### config.mk
export PLATFORM = sky130hd
export DESIGN_NAME = hazard_detection_unit_flat
export DESIGN_NICKNAME = d
export VERILOG_FILES = /design/src/rtl/hazard_detection_unit_pkg.sv /design/src/rtl/hazard_detection_unit_if.sv /design/src/rtl/hazard_detection_unit_perf_counter.sv /design/src/rtl/hazard_detection_unit.sv /design/src/flat_wrapper.sv
export SDC_FILE = /design/constraint.sdc
export NUM_CORES = 1
export LEC_CHECK = 0
export CORE_MARGIN = 2
export CORE_UTILIZATION = 27
export DETAILED_ROUTE_END_ITERATION = 10
export PLACE_DENSITY_LB_ADDON = 0.2
export RECOVER_POWER = 50
export SLEW_MARGIN = 20
export SYNTH_ARGS = -nofsm -noshare
export SYNTH_HDL_FRONTEND = slang
export SYNTH_SLANG_ARGS = --single-unit
export TNS_END_PERCENT = 1
### constraint.sdc
create_clock -name clk_i -period 3.9 [get_ports clk_i]
set_clock_uncertainty 0.05 [all_clocks]
set_input_delay 0.585 -clock clk_i [delete_from_list [all_inputs] [get_ports clk_i]]
set_output_delay 0.585 -clock clk_i [all_outputs]
set_load 0.005 [all_outputs]
### src/rtl/hazard_detection_unit_pkg.sv
// Shared CPU package: hazard-unit FSM state encoding and default register-index width.
package cpu_pkg;

    localparam int REG_W = 5;

    typedef enum logic {
        IDLE     = 1'b0,
        MEM_WAIT = 1'b1
    } hazard_state_e;

endpackage

### src/rtl/hazard_detection_unit_if.sv
// Hazard-unit bundle: ID/EX/MEM stage fields in, pipeline control and perf counts out.
// The pipeline side uses the master modport, the hazard unit uses the slave modport.
interface hazard_detection_unit_if
    import cpu_pkg::*;
#(
    parameter int REG_W = cpu_pkg::REG_W,
    parameter int CNT_W = 32
);

    logic [REG_W-1:0] ID_RS1_i;
    logic [REG_W-1:0] ID_RS2_i;
    logic             ID_UsesRS2_i;
    logic             ID_Branch_i;
    logic             ID_BranchTaken_i;
    logic [REG_W-1:0] EX_RD_i;
    logic             EX_MemRead_i;
    logic             MEM_Req_i;
    logic             MEM_Ack_i;

    logic             PCWrite_o;
    logic             IF_ID_Write_o;
    logic             NoOp_o;
    logic             Flush_o;
    logic             Freeze_o;
    logic [CNT_W-1:0] StallCnt_o;
    logic [CNT_W-1:0] FlushCnt_o;

    modport master (
        output ID_RS1_i, ID_RS2_i, ID_UsesRS2_i, ID_Branch_i, ID_BranchTaken_i,
        output EX_RD_i, EX_MemRead_i, MEM_Req_i, MEM_Ack_i,
        input  PCWrite_o, IF_ID_Write_o, NoOp_o, Flush_o, Freeze_o,
        input  StallCnt_o, FlushCnt_o
    );

    modport slave (
        input  ID_RS1_i, ID_RS2_i, ID_UsesRS2_i, ID_Branch_i, ID_BranchTaken_i,
        input  EX_RD_i, EX_MemRead_i, MEM_Req_i, MEM_Ack_i,
        output PCWrite_o, IF_ID_Write_o, NoOp_o, Flush_o, Freeze_o,
        output StallCnt_o, FlushCnt_o
    );

endinterface

### src/rtl/hazard_detection_unit_perf_counter.sv
// Free-running wrapping event counter with increment enable, cleared by async active-low reset.
module hazard_perf_counter #(
    parameter int CNT_W = 32
) (
    input  logic             clk_i,
    input  logic             rst_i,
    input  logic             inc_i,
    output logic [CNT_W-1:0] count_o
);

    logic [CNT_W-1:0] count_q;

    // Count one per enabled cycle; overflow simply wraps around.
    always_ff @(posedge clk_i or negedge rst_i) begin
        if (!rst_i) begin
            count_q <= '0;
        end else if (inc_i) begin
            count_q <= count_q + CNT_W'(1);
        end
    end

    assign count_o = count_q;

endmodule

### src/rtl/hazard_detection_unit.sv
// Hazard detection unit: load-use stall, taken-branch flush and memory-wait freeze.
// Optional feature macro HAZARD_PERF_CNT_EN adds stall/flush performance counters;
// without it the count outputs are tied to zero.
module hazard_detection_unit
    import cpu_pkg::*;
#(
    parameter int REG_W = cpu_pkg::REG_W,
    parameter int CNT_W = 32
) (
    input  logic                   clk_i,
    input  logic                   rst_i,
    hazard_detection_unit_if.slave hz
);

    localparam logic [REG_W-1:0] RegZero = '0;

    hazard_state_e state_q;

    logic memWait;
    logic loadUse;
    logic freeze;
    logic takenBranch;
    logic pcWrite;
    logic ifIdWrite;
    logic noOp;
    logic flush;

    // Hazard terms and prioritised control outputs (freeze > load-use > flush), all Mealy.
    always_comb begin
        memWait     = hz.MEM_Req_i && !hz.MEM_Ack_i;
        loadUse     = hz.EX_MemRead_i && (hz.EX_RD_i != RegZero) &&
                      ((hz.EX_RD_i == hz.ID_RS1_i) ||
                       (hz.ID_UsesRS2_i && (hz.EX_RD_i == hz.ID_RS2_i)));
        takenBranch = hz.ID_Branch_i && hz.ID_BranchTaken_i;
        freeze      = memWait || ((state_q == MEM_WAIT) && !hz.MEM_Ack_i);

        pcWrite   = 1'b1;
        ifIdWrite = 1'b1;
        noOp      = 1'b0;
        flush     = 1'b0;

        if (freeze) begin
            pcWrite   = 1'b0;
            ifIdWrite = 1'b0;
        end else if (loadUse) begin
            pcWrite   = 1'b0;
            ifIdWrite = 1'b0;
            noOp      = 1'b1;
        end else if (takenBranch) begin
            flush     = 1'b1;
        end
    end

    // Memory-wait FSM: enter on an unacknowledged request, leave on the ack.
    always_ff @(posedge clk_i or negedge rst_i) begin
        if (!rst_i) begin
            state_q <= IDLE;
        end else begin
            case (state_q)
                IDLE:     if (memWait)       state_q <= MEM_WAIT;
                MEM_WAIT: if (hz.MEM_Ack_i)  state_q <= IDLE;
                default:                     state_q <= IDLE;
            endcase
        end
    end

    assign hz.PCWrite_o     = pcWrite;
    assign hz.IF_ID_Write_o = ifIdWrite;
    assign hz.NoOp_o        = noOp;
    assign hz.Flush_o       = flush;
    assign hz.Freeze_o      = freeze;

`ifdef HAZARD_PERF_CNT_EN
    logic [CNT_W-1:0] stallCount;
    logic [CNT_W-1:0] flushCount;

    hazard_perf_counter #(.CNT_W(CNT_W)) u_stall_cnt (
        .clk_i   (clk_i),
        .rst_i   (rst_i),
        .inc_i   (freeze | noOp),
        .count_o (stallCount)
    );

    hazard_perf_counter #(.CNT_W(CNT_W)) u_flush_cnt (
        .clk_i   (clk_i),
        .rst_i   (rst_i),
        .inc_i   (flush),
        .count_o (flushCount)
    );

    assign hz.StallCnt_o = stallCount;
    assign hz.FlushCnt_o = flushCount;
`else
    assign hz.StallCnt_o = {CNT_W{1'b0}};
    assign hz.FlushCnt_o = {CNT_W{1'b0}};
`endif

endmodule

### src/flat_wrapper.sv
// flat-port wrapper written by rule: the top's interface ports become plain ports
module hazard_detection_unit_flat import cpu_pkg::*;
#(
    parameter int REG_W = cpu_pkg::REG_W,
    parameter int CNT_W = 32
)
  (clk_i, rst_i, hz_ID_RS1_i, hz_ID_RS2_i, hz_ID_UsesRS2_i, hz_ID_Branch_i, hz_ID_BranchTaken_i, hz_EX_RD_i, hz_EX_MemRead_i, hz_MEM_Req_i, hz_MEM_Ack_i, hz_PCWrite_o, hz_IF_ID_Write_o, hz_NoOp_o, hz_Flush_o, hz_Freeze_o, hz_StallCnt_o, hz_FlushCnt_o);
  hazard_detection_unit_if #(.REG_W(REG_W), .CNT_W(CNT_W)) hz_i ();
  input  logic clk_i;
  input  logic rst_i;
  input wire logic [$bits(hz_i.ID_RS1_i)-1:0] hz_ID_RS1_i;
  input wire logic [$bits(hz_i.ID_RS2_i)-1:0] hz_ID_RS2_i;
  input wire logic [$bits(hz_i.ID_UsesRS2_i)-1:0] hz_ID_UsesRS2_i;
  input wire logic [$bits(hz_i.ID_Branch_i)-1:0] hz_ID_Branch_i;
  input wire logic [$bits(hz_i.ID_BranchTaken_i)-1:0] hz_ID_BranchTaken_i;
  input wire logic [$bits(hz_i.EX_RD_i)-1:0] hz_EX_RD_i;
  input wire logic [$bits(hz_i.EX_MemRead_i)-1:0] hz_EX_MemRead_i;
  input wire logic [$bits(hz_i.MEM_Req_i)-1:0] hz_MEM_Req_i;
  input wire logic [$bits(hz_i.MEM_Ack_i)-1:0] hz_MEM_Ack_i;
  output wire logic [$bits(hz_i.PCWrite_o)-1:0] hz_PCWrite_o;
  output wire logic [$bits(hz_i.IF_ID_Write_o)-1:0] hz_IF_ID_Write_o;
  output wire logic [$bits(hz_i.NoOp_o)-1:0] hz_NoOp_o;
  output wire logic [$bits(hz_i.Flush_o)-1:0] hz_Flush_o;
  output wire logic [$bits(hz_i.Freeze_o)-1:0] hz_Freeze_o;
  output wire logic [$bits(hz_i.StallCnt_o)-1:0] hz_StallCnt_o;
  output wire logic [$bits(hz_i.FlushCnt_o)-1:0] hz_FlushCnt_o;
  assign hz_i.ID_RS1_i = hz_ID_RS1_i;
  assign hz_i.ID_RS2_i = hz_ID_RS2_i;
  assign hz_i.ID_UsesRS2_i = hz_ID_UsesRS2_i;
  assign hz_i.ID_Branch_i = hz_ID_Branch_i;
  assign hz_i.ID_BranchTaken_i = hz_ID_BranchTaken_i;
  assign hz_i.EX_RD_i = hz_EX_RD_i;
  assign hz_i.EX_MemRead_i = hz_EX_MemRead_i;
  assign hz_i.MEM_Req_i = hz_MEM_Req_i;
  assign hz_i.MEM_Ack_i = hz_MEM_Ack_i;
  assign hz_PCWrite_o = hz_i.PCWrite_o;
  assign hz_IF_ID_Write_o = hz_i.IF_ID_Write_o;
  assign hz_NoOp_o = hz_i.NoOp_o;
  assign hz_Flush_o = hz_i.Flush_o;
  assign hz_Freeze_o = hz_i.Freeze_o;
  assign hz_StallCnt_o = hz_i.StallCnt_o;
  assign hz_FlushCnt_o = hz_i.FlushCnt_o;
  hazard_detection_unit #(.REG_W(REG_W), .CNT_W(CNT_W)) u_core (.clk_i(clk_i), .rst_i(rst_i), .hz(hz_i));
endmodule
==> impl_results.md, run 1 <==
* Peak Freq at 317 MHz
* Critical path type: input pin to output port
* Routed Antenna Nets at 0
* Top cell type's share of synthesized area at 0.712
* WHS Endpoint: u_core.state_q
* HPWL Detailed at 1030 µm
* Net Switching at 0.0301 mW
* Power Internal at 0.0446 mW
* Post-Synthesis Cells at 91
* Status: finished, final reports clean
* CP Cell Sequence: clkdlybuf4s50_1 > or4_1 > o21a_1 > a21oi_1 > clkdlybuf4s50_1
* TNS Setup at 0 ps
* Max Slew Vio Count at 0
* CP max stage delay at 540 ps
* Critical path's slowest cell: or4_1
* Cts repair resizes at 0
* 1st-iter DRT viols at 0
* First-pass GRT wire length at 1460 µm
* Worst reg2reg path endpoint: u_core.state_q
* WHS Path Cells at 2
* Most frequent CP cell: clkdlybuf4s50_1
* Die ar. at 2960 µm²
* Drt pass-1 iters at 1
* Mapped Avg Cell Area at 7.53 µm²
* Worst Setup SP: hz_EX_RD_i[0]
* Antenna violations before repair at 0
* Clk slew on worst S/H paths at 0 ps
* Sequential area share after synthesis at 0.0365
* Max Cap Viol at 0
* Initial Util at 0.282
* Worst setup EP type: output port
* Postcts setup bufs at 0
* RSZ-0062 raised after global routing: no
* Largest net degree at the start of global routing at 5
* WL/cell at 7.05 µm
* Std cell rows at 18
* Area grow syn2layout at 8.21%
* Fin. Hold Viols at 0
* Die height at 54.4 µm
* Die X at 54.4 µm
* Placed inst area at 742 µm²
* Launch point of the worst reg-to-reg path: u_core.state_q
* Crit start category: input pin
* IO Pins at 92
* Synth Cell Area at 686 µm²
* Switching share of power at 0.402
* Number of port buffers at 27
* WP data required at 3260 ps
* Number of global-route vias before repair at 318
* #FFs+latches synth at 1
* Maximum VDD drop at 68.5 µV
* Biggest regs: u_core.state_q x1
* Grt ovf at 0
* Data arrival, critical path at 2520 ps
* Synth top area cells: buf_4, xnor2_1, dfrtp_1
* Setup violators final at 0
* Final period util at 0.809
* Final Wtd Congestion at 0.664
* Drc violations at 0
* Critical path fanouts, max at 3
* Max reg flops at 1
* Flop pwr share at 0.153
* CP delay by family, top: buffers and inverters
* Worst hold path type: flip-flop to flip-flop
* Synth area leader: buf_4
* R2R depth at 2
* Vias per cell at 2.99
* Fin crit period at 3160 ps
* Post-Route WL at 1030 µm
* Gr usage total at 0.0667
* Combinational share of power at 0.847
* Fin nets at 141
* Power share of the clock group at 0
* Yosys warnings at 0
* Buf/Inv on CP at 2
* Final instance area at 742 µm²
* Clock Latency Late Sink at 0 ps
* Core ar. at 2430 µm²
* Share of layout cells above drive strength 1 at 0.00862
* Cell variety after synth at 14
* Via count at 437
* Hold-fix buffer count after cts at 0
* Pwr dens at 101 nW/µm²
* Largest Register: u_core.state_q
* Flop-to-flop setup slack at 3210 ps
* Ant diodes at 0
* Worst Hold Launch: u_core.state_q
* Leak at 0.375 nW
==> metrics by stage <==
| stage | utilization | hold slack (ps) | worst slack [ps] | power (mW) | instances |
|---|---|---|---|---|---|
| floorplan | - | 239 | 1640 | 0.0884 | 154 |
| global placement | 0.305 | 416 | 715 | 0.0745 | 146 |
| detailed placement | 0.305 | 424 | 754 | 0.0746 | 146 |
| CTS | 0.305 | 424 | 732 | 0.0749 | 146 |
| global route | 0.305 | 437 | 635 | 0.0854 | 146 |
| finish | 0.305 | 428 | 745 | 0.0747 | 146 |
==> synth_stat cells (all sizes together) <==
cell type / n
a211oi: 1
a21oi: 1
and3b: 1
buf: 65
conb: 1
dfrtp: 1
nand2: 3
nand3: 1
nand4: 1
nor2: 3
o21a: 1
o22ai: 1
or4: 1
xnor2: 10
==> cells in the final DEF, fill, tap and decap left out, types with 3 or more instances in the layout <==
cell type and n:
nand2_1 3, clkdlybuf4s50_1 24, conb_1 64, dlygate4sd3_1 3, xnor2_1 10, nor2_1 3
==> final cells by class <==
class | count | area (µm²)
fillers | 275 | 1690
multi-input cells | 88 | 409
well taps | 30 | 37.5
repair buffers | 27 | 270
flip-flops and latches | 1 | 25.0
==> kinds of logic (layout without fill, tap and decap cells) <==
group	after synthesis	after routing	share of synthesized area
buf+inv	65	27	0.712
compound gates	4	4	0.0456
other cells	1	64	0.00547
flops	1	1	0.0365
simple gates	10	10	0.0730
xor+xnor	10	10	0.128
==> worst reg2reg max path: cells and delay by family (launching register included) <==
kind / cells / cell delay (ps)
flip-flops: 1 / 340
AND/OR/NAND/NOR: 2 / 190
==> metal layers <==
metal  vias to the layer above  track usage  share of wire
li1                        206            -              -
met1                       171       0.0698           0.29
met2                        60        0.139           0.52
met3                         0       0.0164           0.20
met4                         0            0              0
met5                         -            0              0
==> power groups by stage <==
| stage | Sequential (mW) | Clock [mW] | Combinational [mW] |
|---|---|---|---|
| 2_1_floorplan | 0.0114 | 0 | 0.0770 |
| 3_3_place_gp | 0.0114 | 0 | 0.0631 |
| 3_5_place_dp | 0.0114 | 0 | 0.0632 |
| 4_1_cts | 0.0114 | 0 | 0.0635 |
| 5_1_grt | 0.0114 | 0 | 0.0740 |
| 6_report | 0.0114 | 0 | 0.0633 |
==> worst max-delay path by stage <==
stage	end	slack, ps	cells past startpoint
after CTS	hz_IF_ID_Write_o	730	5
after detailed placement	hz_IF_ID_Write_o	750	5
final	hz_IF_ID_Write_o	740	5
after floorplan	hz_PCWrite_o	1640	4
after global placement	hz_IF_ID_Write_o	720	5
after global routing	hz_IF_ID_Write_o	640	5
Power figures use the tool's default switching activity.
==> run 2: changes to the inputs <==
--- a/config.mk
+++ b/config.mk
@@ -6,7 +6,7 @@
 export NUM_CORES = 1
 export LEC_CHECK = 0
 export CORE_MARGIN = 2
-export CORE_UTILIZATION = 27
+export CORE_UTILIZATION = 22
 export DETAILED_ROUTE_END_ITERATION = 10
 export PLACE_DENSITY_LB_ADDON = 0.2
 export RECOVER_POWER = 50
==> constraint.sdc (replaced) <==
create_clock -name clk_i -period 2.6 [get_ports clk_i]
set_clock_uncertainty 0.05 [all_clocks]
set_input_delay 0.39 -clock clk_i [delete_from_list [all_inputs] [get_ports clk_i]]
set_output_delay 0.39 -clock clk_i [all_outputs]
set_load 0.005 [all_outputs]
==> impl_results.md, run 2 (synthesis gave the netlist of run 1 again) <==
* Status: finished, violations left (was finished, final reports clean)
* Failing checks: setup timing
* 1st-iter DRT viols at 0 (unchanged)
* Fin. Hold Viols at 0 (unchanged)
* Fin nets at 145 (was 141)
* Biggest regs: u_core.state_q x1 (unchanged)
* Initial Util at 0.228 (was 0.282)
* Final core occ at 0.265 (was 0.305)
* Leak at 0.410 nW (was 0.375 nW)
* Data arrival, critical path at 2230 ps (was 2520 ps)
* IO Pins at 92 (unchanged)
* Number of global-route vias before repair at 395 (was 318)
* Worst hold margin at 425 ps (was 428 ps)
* Core ar. at 3000 µm² (was 2430 µm²)
* Std cell rows at 20 (was 18)
* Via count at 460 (was 437)
* WP data required at 2160 ps (was 3260 ps)
* Die ar. at 3580 µm² (was 2960 µm²)
* Placed inst area at 768 µm² (was 742 µm²)
* RSZ-0062 raised after global routing: yes (was no)
* Largest net degree at the start of global routing at 5 (unchanged)
* Ant diodes at 0 (unchanged)
* Share of layout cells above drive strength 1 at 0.0667 (was 0.00862)
* Placed cells at 152 (was 146)
* Hold-fix buffer count after cts at 0 (unchanged)
* Final period util at 1.03
* Largest Register: u_core.state_q (unchanged)
* Launch point of the worst reg-to-reg path: u_core.state_q (unchanged)
* Die height at 59.8 µm (was 54.4 µm)
* Final instance area at 795 µm² (was 742 µm²)
* Clock Latency Late Sink at 0 ps (about the same)
* Worst setup EP type: output port (unchanged)
* Number of port buffers at 27 (unchanged)
* Max Cap Viol at 0 (unchanged)
* Antenna violations before repair at 0 (unchanged)
* Crit start category: input pin (unchanged)
* Switching share of power at 0.400 (was 0.402)
* Non-filler cells, final at 153 (was 146)
* Flop pwr share at 0.143 (was 0.153)
* Post-Route WL at 1170 µm (was 1030 µm)
* Vias per cell at 3.01 (was 2.99)
* Maximum VDD drop at 69.0 µV (was 68.5 µV)
* Drc violations at 0 (unchanged)
* Peak Freq at 375 MHz
* Total power at 0.120 mW (was 0.0747 mW)
* Routed Antenna Nets at 0 (unchanged)
* Area grow syn2layout at 15.9% (was 8.21%)
* WL/cell at 7.63 µm (was 7.05 µm)
* HPWL Detailed at 1170 µm (was 1030 µm)
* Most frequent cells in the layout: conb_1, clkdlybuf4s50_1, xnor2_1, buf_4 (was conb_1, clkdlybuf4s50_1, xnor2_1)
* First-pass GRT wire length at 1530 µm (was 1460 µm)
* Power share of the clock group at 0 (about the same)
* Net Switching at 0.0480 mW (was 0.0301 mW)
* Clk slew on worst S/H paths at 0 ps (about the same)
* Max Slew Vio Count at 0 (unchanged)
* Setup violators final at 2 (was 0)
* Max reg flops at 1 (unchanged)
* Combinational share of power at 0.857 (was 0.847)
* Worst Setup SP: hz_EX_RD_i[0] (unchanged)
* Pwr dens at 151 nW/µm² (was 101 nW/µm²)
* TNS Setup at -98.1 ps (was 0 ps)
* Critical path type: input pin to output port (unchanged)
* Critical path fanouts, max at 3 (unchanged)
* Drt pass-1 iters at 1 (unchanged)
* Worst slack, placed at -125 ps (was 754 ps)
* Worst Hold Launch: u_core.state_q (unchanged)
* Gr usage total at 0.0540 (was 0.0667)
* Final worst setup slack at -68.6 ps (was 745 ps)
* Die X at 59.8 µm (was 54.4 µm)
* Power Internal at 0.0719 mW (was 0.0446 mW)
* Commonest non-fill, non-tap cell in the layout: conb_1 (unchanged)
* Final Wtd Congestion at 0.735 (was 0.664)
* Fin crit period at 2670 ps
* Worst hold path type: flip-flop to flip-flop (unchanged)
* Grt ovf at 0 (unchanged)
==> run 2: cell type report <==
| type | instances | area (µm²) |
|---|---|---|
| Sequential cell | 1 | 25.0 |
| Timing Repair Buffer | 31 | 302 |
| Multi-Input combinational cell | 88 | 427 |
| Fill cell | 347 | 2210 |
| Tap cell | 33 | 41.3 |
==> run 2: what timing repair did <==
item / in CTS / in global routing
buffers inserted: 0 / 1
endpoints found under the hold margin: 0 / 0
gates resized for setup: 1 / 4
pin swaps: 0 / 2
setup endpoints to repair: 4 / 3
==> run 2: per-layer routing <==
metal / GRT usage / share of wire / vias up
li1: - / - / 214
met1: 0.0568 / 0.33 / 186
met2: 0.107 / 0.48 / 60
met3: 0.0195 / 0.19 / 0
met4: 0 / 0 / 0
met5: 0 / 0 / -
==> run 2: final timing paths <==
| kind | to | slack [ps] | cells after the start |
|---|---|---|---|
| max | hz_PCWrite_o | -70 | 5 |
| min | u_core.state_q | 430 | 2 |
| max reg2reg | u_core.state_q | 1910 | 2 |
| min reg2reg | u_core.state_q | 430 | 2 |
| max in group asynchronous | u_core.state_q | 1840 | 1 |
| min in group asynchronous | u_core.state_q | 560 | 1 |
==> run 2: power groups by stage <==
stage,clock [mW],sequential [mW],combinational [mW]
5_1_grt,0,0.0174,0.116
4_1_cts,0,0.0173,0.0985
3_3_place_gp,0,0.0171,0.0979
6_report,0,0.0172,0.103
2_1_floorplan,0,0.0171,0.115
3_5_place_dp,0,0.0173,0.0987
==> run 2: worst max-delay path, cell delays in order <==
cell and delay, ps:
clkdlybuf4s50_1 430, or4_1 530, o21a_1 220, a21oi_2 140
clkdlybuf4s50_1 510
==> run 3: changes to the inputs <==
--- a/config.mk
+++ b/config.mk
@@ -7,11 +7,13 @@
 export LEC_CHECK = 0
 export CORE_MARGIN = 2
 export CORE_UTILIZATION = 22
+export CTS_CLUSTER_SIZE = 30
 export DETAILED_ROUTE_END_ITERATION = 10
 export PLACE_DENSITY_LB_ADDON = 0.2
 export RECOVER_POWER = 50
-export SLEW_MARGIN = 20
+export SLEW_MARGIN = 30
 export SYNTH_ARGS = -nofsm -noshare
 export SYNTH_HDL_FRONTEND = slang
+export SYNTH_HIERARCHICAL = 1
 export SYNTH_SLANG_ARGS = --single-unit
 export TNS_END_PERCENT = 1
==> impl_results.md, run 3 <==
* #FFs+latches synth at 1 (unchanged)
* HPWL Detailed at 1040 µm (was 1170 µm)
* Critical path fanouts, max at 3 (unchanged)
* Top_reg_cell synth: dfrtp_1 (unchanged)
* Grt ovf at 0 (unchanged)
* Routed Antenna Nets at 0 (unchanged)
* Grt met3 use at 0.00866 (was 0.0195)
* Clock Latency Late Sink at 0 ps (about the same)
* Initial Util at 0.228 (unchanged)
* Vias per cell at 2.94 (was 3.01)
* Die height at 59.8 µm (unchanged)
* Largest net degree at the start of global routing at 5 (unchanged)
* Clk slew on worst S/H paths at 0 ps (about the same)
* WL/cell at 6.64 µm (was 7.63 µm)
* WP data required at 2160 ps (about the same)
* Commonest cells post-synth: buf_4, xnor2_1, nand2_1, nor2_1 (unchanged)
* Fin crit period at 2450 ps (was 2670 ps)
* Largest Register: u_core/state_q (was u_core.state_q)
* Flop pwr share at 0.146 (was 0.143)
* 1st-iter DRT viols at 0 (unchanged)
* CP Cell Sequence: clkdlybuf4s50_1 > or4_1 > o21a_1 > buf_4 > a211oi_2 > clkbuf_2 (was clkdlybuf4s50_1 > or4_1 > o21a_1 > a21oi_2 > clkdlybuf4s50_1)
* Max reg flops at 1 (unchanged)
* Crit start category: input pin (unchanged)
* Mapped Avg Cell Area at 7.53 µm² (unchanged)
* Ant diodes at 0 (unchanged)
* Number of global-route vias before repair at 316 (was 395)
* First-pass GRT wire length at 1210 µm (was 1530 µm)
* Post-Route WL at 1030 µm (was 1170 µm)
* Core ar. at 3000 µm² (unchanged)
* Most frequent cells in the layout: conb_1, clkdlybuf4s50_1, xnor2_1, buf_4 (unchanged)
* Biggest regs: u_core/state_q x1 (was u_core.state_q x1)
* RSZ-0062 raised after global routing: no (was yes)
* Die ar. at 3580 µm² (unchanged)
* Met2 Use GR at 0.0932 (was 0.107)
* Met1 GRT Util at 0.0413 (was 0.0568)
* Std cell rows at 20 (unchanged)
* Pwr dens at 147 nW/µm² (was 151 nW/µm²)
* IO Pins at 92 (unchanged)
* Worst hold path type: input pin to async pin (was flip-flop to flip-flop)
* Top cell type's share of synthesized area at 0.712 (unchanged)
* Setup violators final at 0 (was 2)
* Power share of the clock group at 0 (about the same)
* Worst hold margin at 556 ps (was 425 ps)
* Yosys warnings at 6 (was 0)
* Max Slew Vio Count at 0 (unchanged)
* Number of port buffers at 27 (unchanged)
* Area grow syn2layout at 16.1% (was 15.9%)
* Post-synth EDFFs at 0 (unchanged)
* Antenna violations before repair at 0 (unchanged)
* Sequential area share after synthesis at 0.0365 (unchanged)
* Data arrival, critical path at 2010 ps (was 2230 ps)
* Switching share of power at 0.398 (was 0.400)
* Combinational share of power at 0.854 (was 0.857)
* Gr usage total at 0.0425 (was 0.0540)
* Max Cap Viol at 0 (unchanged)
* Worst slack, placed at -106 ps (was -125 ps)
* Drc violations at 0 (unchanged)
* Drt pass-1 iters at 1 (unchanged)
* Fin nets at 147 (was 145)
* Final period util at 0.941 (was 1.03)
* CP max stage delay at 520 ps (was 530 ps)
* Synth top area cells: buf_4, xnor2_1, dfrtp_1 (unchanged)
* Placed inst area at 783 µm² (was 768 µm²)
* Commonest non-fill, non-tap cell in the layout: conb_1 (unchanged)
* TNS Setup at 0 ps (was -98.1 ps)
* Critical path type: input pin to output port (unchanged)
* Die X at 59.8 µm (unchanged)
* Share of layout cells above drive strength 1 at 0.0820 (was 0.0667)
* Worst setup EP type: output port (unchanged)
* Final Wtd Congestion at 0.679 (was 0.735)
* Net Switching at 0.0467 mW (was 0.0480 mW)
* Synth area leader: buf_4 (unchanged)
* Fin. Hold Viols at 0 (unchanged)
* Post-Synthesis Cells at 91 (unchanged)
* Leak at 0.426 nW (was 0.410 nW)
* Final worst setup slack at 154 ps (was -68.6 ps)
* Synth Cell Area at 686 µm² (unchanged)
* Critical path's slowest cell: or4_1 (unchanged)
* Final core occ at 0.265 (about the same)
* Count leader, synth: buf_4 (unchanged)
* Peak Freq at 409 MHz (was 375 MHz)
* Grt peak-use layer: met2 (unchanged)
* Cell variety after synth at 14 (unchanged)
* Power Internal at 0.0706 mW (was 0.0719 mW)
* Final instance area at 796 µm² (was 795 µm²)
* Status: finished, final reports clean (was finished, violations left)
* Asr flop ratio synth at 1.00 (unchanged)
* Maximum VDD drop at 82.2 µV (was 69.0 µV)
* Via count at 455 (was 460)
* Fill count at 343 (was 347)
[run 3: routing by layer]
| layer | share of wire | vias up |
|---|---|---|
| met5 | 0 | - |
| met4 | 0 | 0 |
| met2 | 0.59 | 46 |
| li1 | - | 217 |
| met3 | 0.16 | 0 |
| met1 | 0.26 | 192 |
[run 3: worst paths after layout]
kind                                       end  cells after the start  slack, ps      startpoint
worst min-delay path            u_core/state_q                      1        560           rst_i
worst max register to register  u_core/state_q                      2       1840  u_core/state_q
min in group clk_i              u_core/state_q                      2        580  u_core/state_q
worst min register to register  u_core/state_q                      2        580  u_core/state_q
max in group asynchronous       u_core/state_q                      1       1840           rst_i
worst max-delay path                hz_Flush_o                      6        150   hz_EX_RD_i[1]
[run 3: power groups by stage]
stage	combinational [mW]	sequential, mW	clock (mW)
final	0.100	0.0171	0
after global routing	0.113	0.0172	0
after CTS	0.0997	0.0171	0
after detailed placement	0.0997	0.0171	0
after global placement	0.0992	0.0171	0
after floorplan	0.115	0.0171	0
[run 3: cell families (layout without fill, tap and decap cells)]
logic type,Yosys count,count (layout),synth area share
AOI/OAI and AO/OA,4,4,0.0456
xor gates and xnor gates,10,10,0.128
other,1,64,0.00547
DFF,1,1,0.0365
buffers and inverters,65,33,0.712
and+or+nand+nor,10,10,0.0730
[run 3: worst max-delay path: cells and delay by family]
family          cells  cell delay [ps]
buf+inv             3              700
compound gates      2              400
simple gates        1              520
[run 3: metrics by stage]
stage / std cells / total power, mW
after global routing: 155 / 0.130
after detailed placement: 154 / 0.117
final: 155 / 0.117
after global placement: 154 / 0.116
after floorplan: 154 / 0.133
after CTS: 154 / 0.117
[run 3: what timing repair did]
action                     CTS  global route
buffers inserted             0             1
gates resized for setup      5             3
pin swaps                    0             1
hold buffers                 0             0
setup endpoints to repair    4             1
[run 3: layout make-up]
type / count / area (µm²) / area share
multi-input combinational: 88 / 419 / 0.527
timing repair buffer: 33 / 310 / 0.390
tap: 33 / 41.3 / 0.0519
sequential: 1 / 25.0 / 0.0314
